$ cat src/rtl/uart_periph_pkg.sv
// Shared definitions for the uart_fifo_periph UART peripheral: register
// offsets, FSM state encodings, STATUS/ERR bit positions and divisor helpers.
// Optional feature macro: UART_PARITY_EN (adds the PARITY state to both FSMs).
package uart_periph_pkg;

    // Register offsets relative to BaseAddress
    localparam logic [2:0] REG_TXDATA = 3'd0;
    localparam logic [2:0] REG_RXDATA = 3'd1;
    localparam logic [2:0] REG_STATUS = 3'd2;
    localparam logic [2:0] REG_DIVLO  = 3'd3;
    localparam logic [2:0] REG_DIVHI  = 3'd4;
    localparam logic [2:0] REG_ERR    = 3'd5;
    localparam int         NumRegs    = 6;

    // STATUS bit positions
    localparam int ST_RX_EMPTY = 0;
    localparam int ST_RX_FULL  = 1;
    localparam int ST_TX_FULL  = 2;
    localparam int ST_TX_EMPTY = 3;
    localparam int ST_TX_BUSY  = 4;
    localparam int ST_ANYERR   = 7;

    // ERR bit positions
    localparam int ERR_OVERRUN = 0;
    localparam int ERR_FRAMING = 1;
    localparam int ERR_TXOVF   = 2;
    localparam int ERR_PARITY  = 3;

    // Smallest bit time the engines can handle (needs a distinct mid-bit sample point)
    localparam logic [15:0] MinDivisor = 16'd4;

`ifdef UART_PARITY_EN
    typedef enum logic [2:0] {TX_IDLE, TX_START, TX_DATA, TX_PARITY, TX_STOP} tx_state_t;
    typedef enum logic [2:0] {RX_IDLE, RX_START, RX_DATA, RX_PARITY, RX_STOP, RX_WAIT_HIGH} rx_state_t;
`else
    typedef enum logic [2:0] {TX_IDLE, TX_START, TX_DATA, TX_STOP} tx_state_t;
    typedef enum logic [2:0] {RX_IDLE, RX_START, RX_DATA, RX_STOP, RX_WAIT_HIGH} rx_state_t;
`endif

    // Divisor values below the minimum are replaced by the minimum
    function automatic logic [15:0] clamp_divisor(input logic [15:0] value);
        return (value < MinDivisor) ? MinDivisor : value;
    endfunction

endpackage

$ cat src/rtl/uart_sync_fifo.sv
// Single-clock show-ahead FIFO used for both the TX and RX queues.
// dout_o always presents the head entry; a push into a full FIFO is accepted
// only when a pop happens in the same cycle, so simultaneous push/pop keeps the count.
// Optional feature macro: none (UART_PARITY_EN does not affect this module).
module uart_sync_fifo #(
    parameter int Width = 8,
    parameter int Depth = 16
) (
    input  logic             clk_i,
    input  logic             reset_i,
    input  logic             push_i,
    input  logic [Width-1:0] din_i,
    input  logic             pop_i,
    output logic [Width-1:0] dout_o,
    output logic             full_o,
    output logic             empty_o
);
    localparam int AW = (Depth > 1) ? $clog2(Depth) : 1;
    localparam logic [AW:0] FullCount = (AW + 1)'(Depth);

    logic [Width-1:0] r_mem [Depth];
    logic [AW-1:0]    r_wr_ptr;
    logic [AW-1:0]    r_rd_ptr;
    logic [AW:0]      r_count;
    logic             w_do_push;
    logic             w_do_pop;

    assign full_o    = (r_count == FullCount);
    assign empty_o   = (r_count == '0);
    assign w_do_pop  = pop_i && !empty_o;
    assign w_do_push = push_i && (!full_o || w_do_pop);
    assign dout_o    = r_mem[r_rd_ptr];

    // Storage array: written on accepted pushes, no reset needed
    always_ff @(posedge clk_i) begin
        if (w_do_push) begin
            r_mem[r_wr_ptr] <= din_i;
        end
    end

    // Pointer and occupancy bookkeeping
    always_ff @(posedge clk_i or posedge reset_i) begin
        if (reset_i) begin
            r_wr_ptr <= '0;
            r_rd_ptr <= '0;
            r_count  <= '0;
        end else begin
            if (w_do_push) begin
                r_wr_ptr <= r_wr_ptr + 1'b1;
            end
            if (w_do_pop) begin
                r_rd_ptr <= r_rd_ptr + 1'b1;
            end
            case ({w_do_push, w_do_pop})
                2'b10:   r_count <= r_count + 1'b1;
                2'b01:   r_count <= r_count - 1'b1;
                default: r_count <= r_count;
            endcase
        end
    end

endmodule

$ cat src/rtl/uart_fifo_periph.sv
// Memory-mapped UART peripheral: six byte registers on an 8-bit bus, TX/RX
// FIFOs, runtime baud divisor, sticky write-1-to-clear error flags.
// Optional feature macro: UART_PARITY_EN (even parity bit between data and stop).
module uart_fifo_periph
    import uart_periph_pkg::*;
#(
    parameter int BaseAddress    = 0,
    parameter int TxDepth        = 16,
    parameter int RxDepth        = 16,
    parameter int DataBits       = 8,
    parameter int StopBits       = 1,
    parameter int DefaultDivisor = 434
) (
    input  logic        clk_i,
    input  logic        reset_i,
    input  logic [15:0] address_i,
    input  logic [7:0]  data_i,
    output logic [7:0]  data_o,
    input  logic        rd_wr_i,
    output logic        tx_o,
    input  logic        rx_i
);
    localparam logic [16:0] BaseAddr17 = 17'(BaseAddress);
    localparam logic [7:0]  DataMask   = 8'((16'd1 << DataBits) - 16'd1);

    // ---------------- bus decode ----------------
    logic [16:0] w_rel;
    logic        w_hit;
    logic [2:0]  w_reg;
    logic        w_wr;
    logic        w_rd;

    assign w_rel = {1'b0, address_i} - BaseAddr17;
    assign w_hit = (w_rel < 17'(NumRegs));
    assign w_reg = w_rel[2:0];
    assign w_wr  = rd_wr_i && w_hit;
    assign w_rd  = !rd_wr_i && w_hit;

    // ---------------- FIFOs ----------------
    logic                w_tx_push, w_tx_pop, w_tx_full, w_tx_empty;
    logic [7:0]          w_tx_dout;
    logic                w_rx_push, w_rx_pop, w_rx_full, w_rx_empty;
    logic [DataBits-1:0] w_rx_dout;
    logic [DataBits-1:0] r_rx_shift;

    assign w_tx_push = w_wr && (w_reg == REG_TXDATA);
    assign w_rx_pop  = w_rd && (w_reg == REG_RXDATA);

    uart_sync_fifo #(.Width(8), .Depth(TxDepth)) u_tx_fifo (
        .clk_i   (clk_i),
        .reset_i (reset_i),
        .push_i  (w_tx_push),
        .din_i   (data_i),
        .pop_i   (w_tx_pop),
        .dout_o  (w_tx_dout),
        .full_o  (w_tx_full),
        .empty_o (w_tx_empty)
    );

    uart_sync_fifo #(.Width(DataBits), .Depth(RxDepth)) u_rx_fifo (
        .clk_i   (clk_i),
        .reset_i (reset_i),
        .push_i  (w_rx_push),
        .din_i   (r_rx_shift),
        .pop_i   (w_rx_pop),
        .dout_o  (w_rx_dout),
        .full_o  (w_rx_full),
        .empty_o (w_rx_empty)
    );

    // ---------------- divisor register ----------------
    logic [15:0] r_div;

    // Divisor register; each byte write is clamped to the minimum bit time
    always_ff @(posedge clk_i or posedge reset_i) begin
        if (reset_i) begin
            r_div <= 16'(DefaultDivisor);
        end else if (w_wr && (w_reg == REG_DIVLO)) begin
            r_div <= clamp_divisor({r_div[15:8], data_i});
        end else if (w_wr && (w_reg == REG_DIVHI)) begin
            r_div <= clamp_divisor({data_i, r_div[7:0]});
        end
    end

    // ---------------- TX engine ----------------
    tx_state_t   r_tx_state, w_tx_state_next;
    logic [15:0] r_tx_cnt, w_tx_cnt_next;
    logic [15:0] r_tx_div, w_tx_div_next;
    logic [7:0]  r_tx_shift, w_tx_shift_next;
    logic [3:0]  r_tx_bitn, w_tx_bitn_next;
    logic        r_tx_par, w_tx_par_next;
    logic        r_tx_o, w_tx_o_next;
    logic        w_tx_bit_end;

    assign w_tx_bit_end = (r_tx_cnt == r_tx_div - 16'd1);
    assign tx_o         = r_tx_o;

    // TX next-state: bit timing, shifting and back-to-back frame loading
    always_comb begin
        w_tx_state_next = r_tx_state;
        w_tx_cnt_next   = r_tx_cnt;
        w_tx_div_next   = r_tx_div;
        w_tx_shift_next = r_tx_shift;
        w_tx_bitn_next  = r_tx_bitn;
        w_tx_par_next   = r_tx_par;
        w_tx_o_next     = r_tx_o;
        w_tx_pop        = 1'b0;
        if (r_tx_state != TX_IDLE) begin
            w_tx_cnt_next = w_tx_bit_end ? 16'd0 : r_tx_cnt + 16'd1;
        end
        case (r_tx_state)
            TX_IDLE: begin
                w_tx_o_next = 1'b1;
                w_tx_pop    = !w_tx_empty;
            end
            TX_START: begin
                if (w_tx_bit_end) begin
                    w_tx_state_next = TX_DATA;
                    w_tx_bitn_next  = 4'd0;
                    w_tx_o_next     = r_tx_shift[0];
                end
            end
            TX_DATA: begin
                if (w_tx_bit_end) begin
                    if (r_tx_bitn == 4'(DataBits - 1)) begin
`ifdef UART_PARITY_EN
                        w_tx_state_next = TX_PARITY;
                        w_tx_o_next     = r_tx_par;
`else
                        w_tx_state_next = TX_STOP;
                        w_tx_bitn_next  = 4'd0;
                        w_tx_o_next     = 1'b1;
`endif
                    end else begin
                        w_tx_shift_next = r_tx_shift >> 1;
                        w_tx_bitn_next  = r_tx_bitn + 4'd1;
                        w_tx_o_next     = r_tx_shift[1];
                    end
                end
            end
`ifdef UART_PARITY_EN
            TX_PARITY: begin
                if (w_tx_bit_end) begin
                    w_tx_state_next = TX_STOP;
                    w_tx_bitn_next  = 4'd0;
                    w_tx_o_next     = 1'b1;
                end
            end
`endif
            TX_STOP: begin
                if (w_tx_bit_end) begin
                    if (r_tx_bitn == 4'(StopBits - 1)) begin
                        if (!w_tx_empty) begin
                            w_tx_pop = 1'b1;
                        end else begin
                            w_tx_state_next = TX_IDLE;
                            w_tx_o_next     = 1'b1;
                        end
                    end else begin
                        w_tx_bitn_next = r_tx_bitn + 4'd1;
                    end
                end
            end
            default: begin
                w_tx_state_next = TX_IDLE;
                w_tx_o_next     = 1'b1;
            end
        endcase
        // Starting a frame: take the head byte and capture the current divisor
        if (w_tx_pop) begin
            w_tx_state_next = TX_START;
            w_tx_cnt_next   = 16'd0;
            w_tx_div_next   = r_div;
            w_tx_shift_next = w_tx_dout;
            w_tx_par_next   = ^(w_tx_dout & DataMask);
            w_tx_o_next     = 1'b0;
        end
    end

    // TX state register; line output is registered and idles high
    always_ff @(posedge clk_i or posedge reset_i) begin
        if (reset_i) begin
            r_tx_state <= TX_IDLE;
            r_tx_cnt   <= 16'd0;
            r_tx_div   <= 16'(DefaultDivisor);
            r_tx_shift <= 8'd0;
            r_tx_bitn  <= 4'd0;
            r_tx_par   <= 1'b0;
            r_tx_o     <= 1'b1;
        end else begin
            r_tx_state <= w_tx_state_next;
            r_tx_cnt   <= w_tx_cnt_next;
            r_tx_div   <= w_tx_div_next;
            r_tx_shift <= w_tx_shift_next;
            r_tx_bitn  <= w_tx_bitn_next;
            r_tx_par   <= w_tx_par_next;
            r_tx_o     <= w_tx_o_next;
        end
    end

    // ---------------- RX engine ----------------
    logic                r_rx_meta, r_rx_sync, r_rx_prev;
    rx_state_t           r_rx_state, w_rx_state_next;
    logic [15:0]         r_rx_cnt, w_rx_cnt_next;
    logic [15:0]         r_rx_div, w_rx_div_next;
    logic [DataBits-1:0] w_rx_shift_next;
    logic [3:0]          r_rx_bitn, w_rx_bitn_next;
    logic                r_rx_par, w_rx_par_next;
    logic                w_rx_fall, w_rx_half, w_rx_bit_end;
    logic                w_set_overrun, w_set_framing, w_set_parity;

    assign w_rx_fall    = r_rx_prev && !r_rx_sync;
    assign w_rx_half    = (r_rx_cnt == {1'b0, r_rx_div[15:1]});
    assign w_rx_bit_end = (r_rx_cnt == r_rx_div - 16'd1);

    // Two-flop synchroniser plus edge-detect history for the serial input
    always_ff @(posedge clk_i or posedge reset_i) begin
        if (reset_i) begin
            r_rx_meta <= 1'b1;
            r_rx_sync <= 1'b1;
            r_rx_prev <= 1'b1;
        end else begin
            r_rx_meta <= rx_i;
            r_rx_sync <= r_rx_meta;
            r_rx_prev <= r_rx_sync;
        end
    end

    // RX next-state: mid-bit sampling, glitch rejection and error classification
    always_comb begin
        w_rx_state_next = r_rx_state;
        w_rx_cnt_next   = r_rx_cnt;
        w_rx_div_next   = r_rx_div;
        w_rx_shift_next = r_rx_shift;
        w_rx_bitn_next  = r_rx_bitn;
        w_rx_par_next   = r_rx_par;
        w_rx_push       = 1'b0;
        w_set_overrun   = 1'b0;
        w_set_framing   = 1'b0;
        w_set_parity    = 1'b0;
        if ((r_rx_state != RX_IDLE) && (r_rx_state != RX_WAIT_HIGH)) begin
            w_rx_cnt_next = w_rx_bit_end ? 16'd0 : r_rx_cnt + 16'd1;
        end
        case (r_rx_state)
            RX_IDLE: begin
                if (w_rx_fall) begin
                    // The detection cycle already counts as the first cycle of the start bit
                    w_rx_state_next = RX_START;
                    w_rx_cnt_next   = 16'd1;
                    w_rx_div_next   = r_div;
                end
            end
            RX_START: begin
                if (w_rx_half && r_rx_sync) begin
                    w_rx_state_next = RX_IDLE;
                end else if (w_rx_bit_end) begin
                    w_rx_state_next = RX_DATA;
                    w_rx_bitn_next  = 4'd0;
                end
            end
            RX_DATA: begin
                if (w_rx_half) begin
                    w_rx_shift_next = {r_rx_sync, r_rx_shift[DataBits-1:1]};
                end
                if (w_rx_bit_end) begin
                    if (r_rx_bitn == 4'(DataBits - 1)) begin
`ifdef UART_PARITY_EN
                        w_rx_state_next = RX_PARITY;
`else
                        w_rx_state_next = RX_STOP;
`endif
                    end else begin
                        w_rx_bitn_next = r_rx_bitn + 4'd1;
                    end
                end
            end
`ifdef UART_PARITY_EN
            RX_PARITY: begin
                if (w_rx_half) begin
                    w_rx_par_next = r_rx_sync;
                end
                if (w_rx_bit_end) begin
                    w_rx_state_next = RX_STOP;
                end
            end
`endif
            RX_STOP: begin
                // Decide at mid-stop so the next start edge is never missed
                if (w_rx_half) begin
                    if (!r_rx_sync) begin
                        w_set_framing   = 1'b1;
                        w_rx_state_next = RX_WAIT_HIGH;
                    end else begin
                        w_rx_state_next = RX_IDLE;
`ifdef UART_PARITY_EN
                        if ((^r_rx_shift) != r_rx_par) begin
                            w_set_parity = 1'b1;
                        end else
`endif
                        if (w_rx_full && !w_rx_pop) begin
                            w_set_overrun = 1'b1;
                        end else begin
                            w_rx_push = 1'b1;
                        end
                    end
                end
            end
            RX_WAIT_HIGH: begin
                if (r_rx_sync) begin
                    w_rx_state_next = RX_IDLE;
                end
            end
            default: begin
                w_rx_state_next = RX_IDLE;
            end
        endcase
    end

    // RX state register
    always_ff @(posedge clk_i or posedge reset_i) begin
        if (reset_i) begin
            r_rx_state <= RX_IDLE;
            r_rx_cnt   <= 16'd0;
            r_rx_div   <= 16'(DefaultDivisor);
            r_rx_shift <= '0;
            r_rx_bitn  <= 4'd0;
            r_rx_par   <= 1'b0;
        end else begin
            r_rx_state <= w_rx_state_next;
            r_rx_cnt   <= w_rx_cnt_next;
            r_rx_div   <= w_rx_div_next;
            r_rx_shift <= w_rx_shift_next;
            r_rx_bitn  <= w_rx_bitn_next;
            r_rx_par   <= w_rx_par_next;
        end
    end

    // ---------------- error flags ----------------
    logic [3:0] r_err;
    logic [3:0] w_err_set;
    logic [3:0] w_err_clr;
    logic       w_set_txovf;

    assign w_set_txovf = w_tx_push && w_tx_full && !w_tx_pop;
    assign w_err_clr   = (w_wr && (w_reg == REG_ERR)) ? data_i[3:0] : 4'd0;

    always_comb begin
        w_err_set              = 4'd0;
        w_err_set[ERR_OVERRUN] = w_set_overrun;
        w_err_set[ERR_FRAMING] = w_set_framing;
        w_err_set[ERR_TXOVF]   = w_set_txovf;
        w_err_set[ERR_PARITY]  = w_set_parity;
    end

    // Sticky flags: a set event in the same cycle wins over a clear
    always_ff @(posedge clk_i or posedge reset_i) begin
        if (reset_i) begin
            r_err <= 4'd0;
        end else begin
            r_err <= (r_err & ~w_err_clr) | w_err_set;
        end
    end

    // ---------------- read path ----------------
    logic [7:0] w_status;
    logic [7:0] w_rd_data;
    logic [7:0] r_data_o;

    always_comb begin
        w_status              = 8'd0;
        w_status[ST_RX_EMPTY] = w_rx_empty;
        w_status[ST_RX_FULL]  = w_rx_full;
        w_status[ST_TX_FULL]  = w_tx_full;
        w_status[ST_TX_EMPTY] = w_tx_empty;
        w_status[ST_TX_BUSY]  = (r_tx_state != TX_IDLE);
        w_status[ST_ANYERR]   = |r_err;
    end

    // Read data mux; unmapped addresses and an empty RX FIFO read as zero
    always_comb begin
        w_rd_data = 8'd0;
        if (w_hit) begin
            case (w_reg)
                REG_RXDATA: w_rd_data = w_rx_empty ? 8'd0 : 8'(w_rx_dout);
                REG_STATUS: w_rd_data = w_status;
                REG_DIVLO:  w_rd_data = r_div[7:0];
                REG_DIVHI:  w_rd_data = r_div[15:8];
                REG_ERR:    w_rd_data = {4'd0, r_err};
                default:    w_rd_data = 8'd0;
            endcase
        end
    end

    // Registered read data; held on write cycles
    always_ff @(posedge clk_i or posedge reset_i) begin
        if (reset_i) begin
            r_data_o <= 8'd0;
        end else if (!rd_wr_i) begin
            r_data_o <= w_rd_data;
        end
    end

    assign data_o = r_data_o;

endmodule

$ cat config.mk
export PLATFORM = sky130hd
export DESIGN_NAME = uart_fifo_periph
export DESIGN_NICKNAME = d
export VERILOG_FILES = /design/src/rtl/uart_periph_pkg.sv /design/src/rtl/uart_sync_fifo.sv /design/src/rtl/uart_fifo_periph.sv
export SDC_FILE = /design/constraint.sdc
export NUM_CORES = 1
export LEC_CHECK = 0
export CAP_MARGIN = 20
export CORE_ASPECT_RATIO = 0.7
export CORE_MARGIN = 1.5
export CORE_UTILIZATION = 30
export CTS_CLUSTER_DIAMETER = 120
export DETAILED_ROUTE_END_ITERATION = 8
export DONT_BUFFER_PORTS = 1
export PLACE_DENSITY = 0.46
export SLEW_MARGIN = 0
export SYNTH_ARGS = -nofsm -noshare
export SYNTH_HDL_FRONTEND = slang
export SYNTH_SLANG_ARGS = --single-unit
$ cat constraint.sdc
create_clock -name clk_i -period 6.1 [get_ports clk_i]
set_input_delay 1.22 -clock clk_i [delete_from_list [all_inputs] [get_ports clk_i]]
set_output_delay 1.22 -clock clk_i [all_outputs]
set_load 0.05 [all_outputs]
---- Yosys cells after proc, flatten, opt, wreduce, memory -nomap -nowiden ----
Memory sizes are Yosys's and may differ from the RTL's.
Index checks and enable logic that the tools add are counted.
word-level totals
  bits in registers ....................... 152
  memory bits (writable) .................. 256
  input port bits ......................... 28
  output and inout port bits .............. 9
  logic and storage cells ................. 223
  memories ................................ 2
operators by class
  add/subtract/negate cells ............... 14
  $lt $le $gt $ge ......................... 3
  equality and inequality tests ........... 46
  multiplexer cells ....................... 76
  bitwise logic cells ..................... 3
  reduce and logical (&&, ||, !) cells .... 55
memory list
  memory           depth  width  rd ports  clocked after Yosys merged registers in  write ports  RTL line              text
  u_rx_fifo.r_mem  16     8      1         0                                        1            uart_sync_fifo.sv:21  logic [Width-1:0] r_mem [Depth];
  u_tx_fifo.r_mem  16     8      1         0                                        1            uart_sync_fifo.sv:21
operators with widths
  operator                                                                count
  16-bit two-way mux                                                      11
  16-bit by 3-bit < comparator with 1-bit output (second input constant)  3
  8-bit two-way mux                                                       6
  3-bit two-way mux                                                       15
  4-bit two-way mux                                                       10
  8-bit one-hot mux with 5 select lines                                   1
  16-bit by 1-bit adder with 16-bit output (second input constant)        2
  16-bit == test                                                          2
  16-bit by 1-bit subtractor with 16-bit output (second input constant)   2
  1-bit two-way mux                                                       25
  4-bit by 1-bit adder with 4-bit output (second input constant)          6
  2-bit != test (second input constant)                                   12
  5-bit one-hot mux with 2 select lines                                   2
  3-bit by 2-bit == test with 1-bit output (second input constant)        6
  1-bit logical AND                                                       17
  16-bit by 15-bit == test with 1-bit output                              1
  2-bit nonzero test                                                      8
  3-bit by 2-bit != test with 1-bit output (second input constant)        5
  3-bit one-hot mux with 5 select lines                                   1
  5-bit AND reduction                                                     3
  3-bit one-hot mux with 4 select lines                                   1
  4-bit one-hot mux with 3 select lines                                   1
  5-bit by 1-bit adder with 5-bit output (second input constant)          2
  5-bit == test (second input constant)                                   2
  26 further kinds                                                        53

---- Depth between registers and ports, before layout ----
Gate-level depths: netlist of the first run.
  word-level depth ........................ 12
  depth in mapped cells ................... 18

---- Cells and area by module ----
From an unflattened synthesis of the first run, not the netlist that was laid out.
second synthesis, totals
  cell total of the unflattened synthesis .. 1380
  area total of the unflattened synthesis .. 18959.4 um2
modules (own cells, without submodules)
  module                      instances  cells each  area an instance (um2)
  uart_fifo_periph            1          790         7257.0
  uart_sync_fifo (u_tx_fifo)  1          294         5945.7
  uart_sync_fifo (u_rx_fifo)  1          296         5756.8

---- Worst setup path before layout of the first run ----
No wires, ideal clock.
  path type ............................... reg2reg
  start point ............................. reg r_tx_div[0]
  end point ............................... reg u_tx_fifo.r_count[4]
  setup time .............................. 120 ps
  arrival time ............................ 3702 ps
  setup slack ............................. 2278 ps
  stages on the path, launching flop included .. 18
  path buffers ............................ 1
  clock period less this slack ............ 3822 ps
  cell sequence ........................... dfrtp_1 -> inv_1 -> ha_1 -> or3b_2 -> nor4_1 -> o21bai_1 -> a21oi_1 -> a2111oi_4 -> a31o_2 -> nand2_2 -> buf_2 -> nor2_1 -> xor2_1 -> ha_1 -> or3_1 -> a21oi_1 -> nand4_1 -> and3_1
on the way
  cells in the longest elaborated chain, start to end .. 9
  elaborated cells on any way between the ends .. 11
  those cells by class .................... add/sub: 1; eq/ne: 3; mux: 3; reduce/logical: 4
ends and longest elaborated chain
  element                                                                      RTL line                 text
  start, declared                                                              uart_fifo_periph.sv:88   logic [15:0] r_tx_div, w_tx_div_next;
  start signal, assigned                                                       uart_fifo_periph.sv:185  r_tx_div <= 16'(DefaultDivisor);
  start signal, assigned                                                       uart_fifo_periph.sv:193  r_tx_div <= w_tx_div_next;
  16-bit by 1-bit subtractor with 16-bit output (*)                            uart_fifo_periph.sv:95   assign w_tx_bit_end = (r_tx_cnt == r_tx_div - 16'd1);
  16-bit == test (*)                                                           uart_fifo_periph.sv:95
  1-bit two-way mux (*)                                                        uart_fifo_periph.sv:151  if (w_tx_bit_end) begin
  1-bit one-hot mux with 2 select lines (*)                                    uart_fifo_periph.sv:111  case (r_tx_state)
  1-bit logical AND (*)                                                        uart_sync_fifo.sv:30     assign w_do_pop = pop_i && !empty_o;
  1-bit logical OR                                                             uart_sync_fifo.sv:31     assign w_do_push = push_i && (!full_o || w_do_pop);
  1-bit logical AND                                                            uart_sync_fifo.sv:31
  2-bit by 1-bit == test with 1-bit output or 2-bit == test (tied branches)    uart_sync_fifo.sv:54     case ({w_do_push, w_do_pop})
  5-bit one-hot mux with 2 select lines or 2-bit nonzero test (tied branches)  --
  end signal, assigned                                                         uart_sync_fifo.sv:55     2'b10: r_count <= r_count + 1'b1;
  end signal, assigned                                                         uart_sync_fifo.sv:56     2'b01: r_count <= r_count - 1'b1;
  end signal, assigned                                                         uart_sync_fifo.sv:57     default: r_count <= r_count;
  end, declared                                                                uart_sync_fifo.sv:24     logic [AW:0] r_count;
Mark *: on every way between the ends. The rest lies on a longest branch, timed or not.
A chain may end at the register's enable or synchronous reset.

---- Worst setup path in the final report of the first run ----
  start point ............................. reg r_tx_div[0]
  end point ............................... mem u_tx_fifo.r_mem[2][1], enable pin
on the way
  cells in the longest elaborated chain, start to end .. 9
ends and longest elaborated chain
  element                                        RTL line                 text
  16-bit by 1-bit subtractor with 16-bit output  uart_fifo_periph.sv:95
  16-bit == test                                 uart_fifo_periph.sv:95
  1-bit two-way mux                              uart_fifo_periph.sv:151
  1-bit one-hot mux with 2 select lines          uart_fifo_periph.sv:111
  1-bit logical AND                              uart_sync_fifo.sv:30
  1-bit logical OR                               uart_sync_fifo.sv:31
  1-bit logical AND                              uart_sync_fifo.sv:31
  1-bit two-way mux                              uart_sync_fifo.sv:36     if (w_do_push) begin
  1-bit two-way mux (implied by the code)        uart_sync_fifo.sv:37     r_mem[r_wr_ptr] <= din_i;
  end, declared                                  uart_sync_fifo.sv:21
Every way passes these cells.

==> impl_metrics.env, run 1 <==
export IMPL_rsz0062_at_grt="no"
export IMPL_leakage_nw=7.56
export IMPL_vdd_drop_max_v=0.000195
export IMPL_status="finished clean"
export IMPL_post_cts_buffers=0
export IMPL_drc_errors=0
export IMPL_grt_pass1_wl_mm=69.3
export IMPL_viasPerCell=4.97
export IMPL_die_x_um=300
export IMPL_grt_max_degree=85
export IMPL_antenna_left=0
export IMPL_antennaDiodeCount=0
export IMPL_overflow=0
export IMPL_synthesis_nets=1401
export IMPL_yosysWarnings=0
export IMPL_drv_cap=0
export IMPL_dr_first_iter_drc_count=821
export IMPL_portBuffers=0
export IMPL_core_area_mm2=0.0604
export IMPL_cts_root_buf="clkbuf_16"
export IMPL_place_inst=2106
export IMPL_synth_ff_type="edfxtp_1"
export IMPL_cts_resized=0
export IMPL_worstMarginPinSlew_ps=1030
export IMPL_rows=75
export IMPL_whs_ps=362
export IMPL_ctsHtreeMaxLevel=2
export IMPL_ys_types=69
export IMPL_final_hold_viol_count=0
export IMPL_cts_path_max_buffers=3
export IMPL_worstSkewPairLatency_ps=570
export IMPL_min_path_cells=0
export IMPL_critPathArrivalTime_ps=4770
export IMPL_cp_start_kind="register"
export IMPL_synthArstFlopShare_pct=37.1
export IMPL_cts_buffers_inserted=42
export IMPL_dr_pass1_iters=5
export IMPL_finalCritPeriodShare_pct=74.7
export IMPL_synth_cell_area_mm2=0.0185
export IMPL_dieArea_mm2=0.0631
export IMPL_fin_cells=2188
export IMPL_multi_input_area_mm2=0.00658
export IMPL_antenna_found_initial=0
export IMPL_yosysSeqAreaShare_pct=62.2
export IMPL_critical_path_required_ps=6310
export IMPL_layout_commonest_cell="edfxtp_1"
export IMPL_synthToLayoutAreaGrowth_pct=12.6
export IMPL_hpwl_mm=29.9
export IMPL_setup_tns_ps=0
export IMPL_syn_area_per_cell_um2=13.7
export IMPL_slew_viol_final=0
export IMPL_hold_path_class="register to register"
export IMPL_cts_tree="built"
export IMPL_synth_cells=1345
export IMPL_grt_use_total_pct=14.3
export IMPL_wl_per_cell_um=20.4
export IMPL_clk_pin_slew_ps=60
export IMPL_setup_viol=0
export IMPL_fp_dieH_um=211
export IMPL_gp_congestion=0.802
export IMPL_end_kind="register"
export IMPL_fillCellCount=5865
export IMPL_mostFrequentLayoutCells="edfxtp_1, nand2_1, dfrtp_1, o21ai_0, mux4_2"
export IMPL_slew_headroom_pct=30.8
export IMPL_start_util_pct=30.6
export IMPL_fin_crit_ps=4560
export IMPL_layout_area_seq_mm2=0.0115
export IMPL_post_route_util_pct=34.4
export IMPL_wl_mm=44.6
export IMPL_clock_sinks=407
export IMPL_final_layout_size_suffix_gt1_share_pct=16.5
export IMPL_fin_skew_ps=48.5
export IMPL_cts_hold_buf=0
export IMPL_critPathKind="register to register"
export IMPL_synth_edf_count=256
export IMPL_cellPowerDensity_mw_per_mm2=282
export IMPL_io_pins=37
export IMPL_crit_fanout=32
export IMPL_max_freq_mhz=219
export IMPL_ys_ff_latch=407
export IMPL_finalNetCount=1402
export IMPL_rr_worst_depth=9
export IMPL_grt_pass1_vias=10757
export IMPL_vias=10881
synth_stat cells (15+ instances only):
master / n / area (um^2)
and3_1: 36 / 225
o21ai_0: 97 / 485
buf_1: 19 / 71.3
nor4_1: 24 / 150
inv_1: 38 / 143
dfrtp_1: 132 / 3300
mux2i_1: 15 / 150
ha_1: 27 / 338
mux4_2: 80 / 1800
dfstp_2: 19 / 499
clkbuf_1: 37 / 139
a21oi_1: 22 / 110
edfxtp_1: 256 / 7690
nand3_1: 24 / 120
and2_1: 15 / 93.8
xnor2_1: 41 / 359
nand2_1: 136 / 510
nand4_1: 21 / 131
nor2_1: 76 / 285
xor2_1: 47 / 412
mux2_2: 22 / 248
nor3_1: 23 / 115
metal layers:
| layer | up-vias | track usage [%] | wire [um] |
|---|---|---|---|
| met5 | - | 0 | 0 |
| met4 | 0 | 3.31 | 799 |
| met3 | 55 | 2.46 | 2430 |
| met2 | 245 | 20.2 | 18700 |
| met1 | 5526 | 22.6 | 22700 |
| li1 | 5055 | - | - |
per-stage QoR:
stage	setup WS (ps)	power, mW	cell area, um^2
finish	1540	5.86	20800
global route	1110	6.09	20800
CTS	1510	5.95	20800
detailed placement	1510	3.34	19400
global placement	1520	3.34	19400
floorplan	847	3.28	18500
final timing paths:
check | start | endpoint | slack, ps
min | r_rx_meta$_DFF_PP1_ | r_rx_sync$_DFF_PP1_ | 360
min reg2reg | r_rx_meta$_DFF_PP1_ | r_rx_sync$_DFF_PP1_ | 360
max in group asynchronous | reset_i | u_tx_fifo.r_rd_ptr[0]$_DFFE_PP0P_ | 4340
max | r_tx_div[0]$_DFFE_PP0N_ | u_tx_fifo.r_mem[2][1]$_DFFE_PP_ | 1540
max reg2reg | r_tx_div[0]$_DFFE_PP0N_ | u_tx_fifo.r_mem[2][1]$_DFFE_PP_ | 1540
min in group asynchronous | reset_i | r_rx_shift[1]$_DFFE_PP0P_ | 610
sequential cells by signal, indices dropped and copies added (netlist names), 16 cells and up:
name,count
r_div,16
r_tx_cnt,16
r_tx_div,16
u_rx_fifo.r_mem,128
r_rx_div,16
u_tx_fifo.r_mem,128
r_rx_cnt,16
cell families (layout without fill, tap and decap cells):
logic type               after synthesis  count (layout)  share of synthesized area [%]
multiplexers                         117             117                           11.9
AND/OR/NAND/NOR                      410             410                           11.1
adder cells (fa/ha/maj)               28              28                           1.94
XOR/XNOR                              88              88                           4.17
flip-flops                           407             407                           62.2
buffers and inverters                105             140                           2.23
AO/OA/AOI/OAI                        190             190                           6.53
worst max-delay path, cell delays in order (launching register included):
cell and delay [ps]:
dfrtp_1 430, or4_4 590, nor2_1 180, o21ai_0 110, nor4_1 770, and3_1 260
a31o_2 220, nand2_2 370, a21oi_2 700, and3_1 550
power by group:
part	switching, mW	total [mW]	internal, mW	leakage, nW
Sequential	0.0799	3.04	2.96	4.25
Combinational	0.127	0.238	0.111	2.64
Clock	1.11	2.58	1.47	0.672
Total	1.32	5.86	4.54	7.56
area by class of cell:
class / instances / area share (%)
clock inverter: 26 / 1.16
multi-input combinational: 833 / 31.6
inverter: 38 / 0.710
timing repair buffer: 24 / 0.944
sequential: 407 / 55.2
clock buffer: 52 / 5.48
tap: 808 / 4.86
Note: power is estimated with default switching activity, not from simulation.
==> run 2, diff against run 1 <==
--- a/config.mk
+++ b/config.mk
@@ -12,7 +12,7 @@
 export CTS_CLUSTER_DIAMETER = 120
 export DETAILED_ROUTE_END_ITERATION = 8
 export DONT_BUFFER_PORTS = 1
-export PLACE_DENSITY = 0.46
+export PLACE_DENSITY = 0.47
 export SLEW_MARGIN = 0
 export SYNTH_ARGS = -nofsm -noshare
 export SYNTH_HDL_FRONTEND = slang
==> constraint.sdc (replaced) <==
create_clock -name clk_i -period 4 [get_ports clk_i]
set_input_delay 0.8 -clock clk_i [delete_from_list [all_inputs] [get_ports clk_i]]
set_output_delay 0.8 -clock clk_i [all_outputs]
set_load 0.05 [all_outputs]
==> run 2 against run 1 <==
Effect of this change:
- final cell count is 1.1% higher
- total power is 60% higher
- fmax up 22%
- clock power rose by 68%
- clock skew shrank 19 ps
- cell area grew 1.8%
- first-iteration DRC count fell by 2.4%
- sequential power rose by 52%
- global-route usage fell by 0.19 points
- critical path depth is 5 higher
- via count increased by 0.85%
- largest cell class unchanged
==> impl_metrics.env, run 2 (same netlist as run 1, synthesis figures left out) <==
export IMPL_ctsHtreeMaxLevel=2
export IMPL_whs_endpoint="r_rx_meta$_DFF_PP1_"
export IMPL_viasPerCell=4.96
export IMPL_dieArea_mm2=0.0631
export IMPL_vdd_drop_max_v=0.000288
export IMPL_finalCritPeriodShare_pct=93.2
export IMPL_finalNetCount=1425
export IMPL_critical_path_required_ps=4460
export IMPL_grt_max_degree=152
export IMPL_total_power_mw=9.37
export IMPL_mostFrequentLayoutCells="edfxtp_1, nand2_1, dfrtp_1, o21ai_0, mux4_2"
export IMPL_grt_pass1_wl_mm=68.5
export IMPL_portBuffers=0
export IMPL_core_area_mm2=0.0604
export IMPL_die_x_um=300
export IMPL_reg_top3="u_rx_fifo.r_mem (128), u_tx_fifo.r_mem (128)"
export IMPL_wl_per_cell_um=19.9
export IMPL_fin_crit_ps=3730
export IMPL_slew_viol_final=0
export IMPL_cellPowerDensity_mw_per_mm2=442
export IMPL_fp_dieH_um=211
export IMPL_leakage_nw=7.81
export IMPL_wl_mm=44.1
export IMPL_start_util_pct=30.6
export IMPL_crit_chain="or4_4, nor2_1, o21ai_0, nor4_1, and3_1, a31o_4, nand2_2, nor2_4, xor2_1, ha_1, or3_1, a21oi_1, nand4_1, and3_1"
export IMPL_cpMaxStageDelayCell="or4_4"
export IMPL_clock_sinks=407
export IMPL_critPathArrivalTime_ps=4190
export IMPL_dr_pass1_iters=5
export IMPL_rsz0062_at_grt="no"
export IMPL_max_freq_mhz=268
export IMPL_overflow=0
export IMPL_gp_congestion=0.829
export IMPL_io_pins=37
export IMPL_status="finished clean"
export IMPL_cts_buffers_inserted=43
export IMPL_rr_worst_depth=14
export IMPL_place_ws_ps=92.5
export IMPL_min_delay_start="rx_i"
export IMPL_setup_ws_ps=273
export IMPL_place_area_mm2=0.0196
export IMPL_rows=75
export IMPL_post_cts_buffers=0
export IMPL_end_kind="register"
export IMPL_critPathBufInv=0
export IMPL_slew_headroom_pct=28.8
export IMPL_fillCellCount=5824
export IMPL_hpwl_mm=29.9
export IMPL_cp_start_kind="register"
export IMPL_drc_errors=0
export IMPL_antenna_found_initial=0
export IMPL_antennaDiodeCount=0
export IMPL_cts_root_buf="clkbuf_16"
export IMPL_antenna_left=0
export IMPL_drv_cap=0
export IMPL_postLayoutCellArea_mm2=0.0212
export IMPL_fin_skew_ps=29.2
export IMPL_dr_first_iter_drc_count=801
export IMPL_final_layout_size_suffix_gt1_share_pct=19.0
export IMPL_final_hold_viol_count=0
export IMPL_slowest_delay_ps=600
export IMPL_setup_viol=0
export IMPL_post_route_util_pct=35.0
export IMPL_layout_commonest_cell="edfxtp_1"
export IMPL_setup_tns_ps=0
export IMPL_rr_startpoint="r_tx_div[0]$_DFFE_PP0N_"
export IMPL_grt_pass1_vias=10867
export IMPL_grt_use_total_pct=14.1
export IMPL_cp_top_family="simple AND/OR/NAND/NOR gates"
export IMPL_hold_path_class="input pin to register"
export IMPL_cts_hold_buf=0
export IMPL_cp_common_cell="and3_1"
export IMPL_cts_path_max_buffers=3
export IMPL_vias=10973
export IMPL_clk_pin_slew_ps=60
export IMPL_synthToLayoutAreaGrowth_pct=14.6
export IMPL_rr_endpoint="u_tx_fifo.r_count[4]$_DFFE_PP0P_"
export IMPL_cts_tree="built"
export IMPL_worstMarginPinSlew_ps=1060
export IMPL_critPathKind="register to register"
export IMPL_min_path_cells=0
export IMPL_crit_fanout=5
export IMPL_worstSkewPairLatency_ps=590
export IMPL_r2r_slack_ps=270
[run 2: cell count changes in the layout (fill, tap and decap cells not counted), moves of 3 or more]
cell,before,now
buf_4,20,44
inv_6,1,4
clkinv_1,9,1
clkinv_4,0,3
bufinv_16,3,7
[run 2: cell type report]
| type | instances | area, um^2 | share of cell area (%) |
|---|---|---|---|
| clock inverter | 27 | 368 | 1.74 |
| sequential | 407 | 11500 | 54.3 |
| multi-input combinational | 833 | 6620 | 31.3 |
| tap | 808 | 1010 | 4.77 |
| timing repair buffer | 46 | 370 | 1.75 |
| inverter | 38 | 146 | 0.691 |
| clock buffer | 53 | 1170 | 5.53 |
[run 2: per-layer routing]
layer | vias up | GRT usage [%] | routed length, um
met5 | - | 0 | 0
met4 | 0 | 3.31 | 784
met3 | 55 | 2.55 | 1900
met2 | 192 | 19.8 | 18400
met1 | 5627 | 22.3 | 23000
li1 | 5099 | - | -
[run 2: repair_timing]
item / CTS / global route
setup endpoints to repair: 0 / 74
gates resized for setup: 0 / 8
endpoints found under the hold margin: 0 / 0
[run 2: worst max-delay path by stage]
stage	startpoint	to	slack, ps	cells after the start
2_1_floorplan	r_tx_div[0]$_DFFE_PP0N_	u_tx_fifo.r_count[4]$_DFFE_PP0P_	180	17
5_1_grt	r_tx_div[0]$_DFFE_PP0N_	u_tx_fifo.r_count[4]$_DFFE_PP0P_	5	17
3_5_place_dp	r_tx_div[0]$_DFFE_PP0N_	u_tx_fifo.r_count[4]$_DFFE_PP0P_	90	16
3_3_place_gp	r_tx_div[0]$_DFFE_PP0N_	u_tx_fifo.r_count[4]$_DFFE_PP0P_	190	17
6_report	r_tx_div[0]$_DFFE_PP0N_	u_tx_fifo.r_count[4]$_DFFE_PP0P_	270	14
4_1_cts	r_tx_div[0]$_DFFE_PP0N_	u_tx_fifo.r_count[4]$_DFFE_PP0P_	70	16
[run 2: report_power, final]
part	switching, mW	total (mW)	internal (mW)
logic	0.218	0.394	0.176
registers	0.114	4.63	4.52
clock network	1.77	4.34	2.58
total	2.10	9.37	7.27
[run 2: stage by stage]
stage,hold WS [ps],instances
floorplan,345,1345
global placement,346,2132
detailed placement,347,2132
CTS,186,2212
global route,188,2212
finish,224,2212
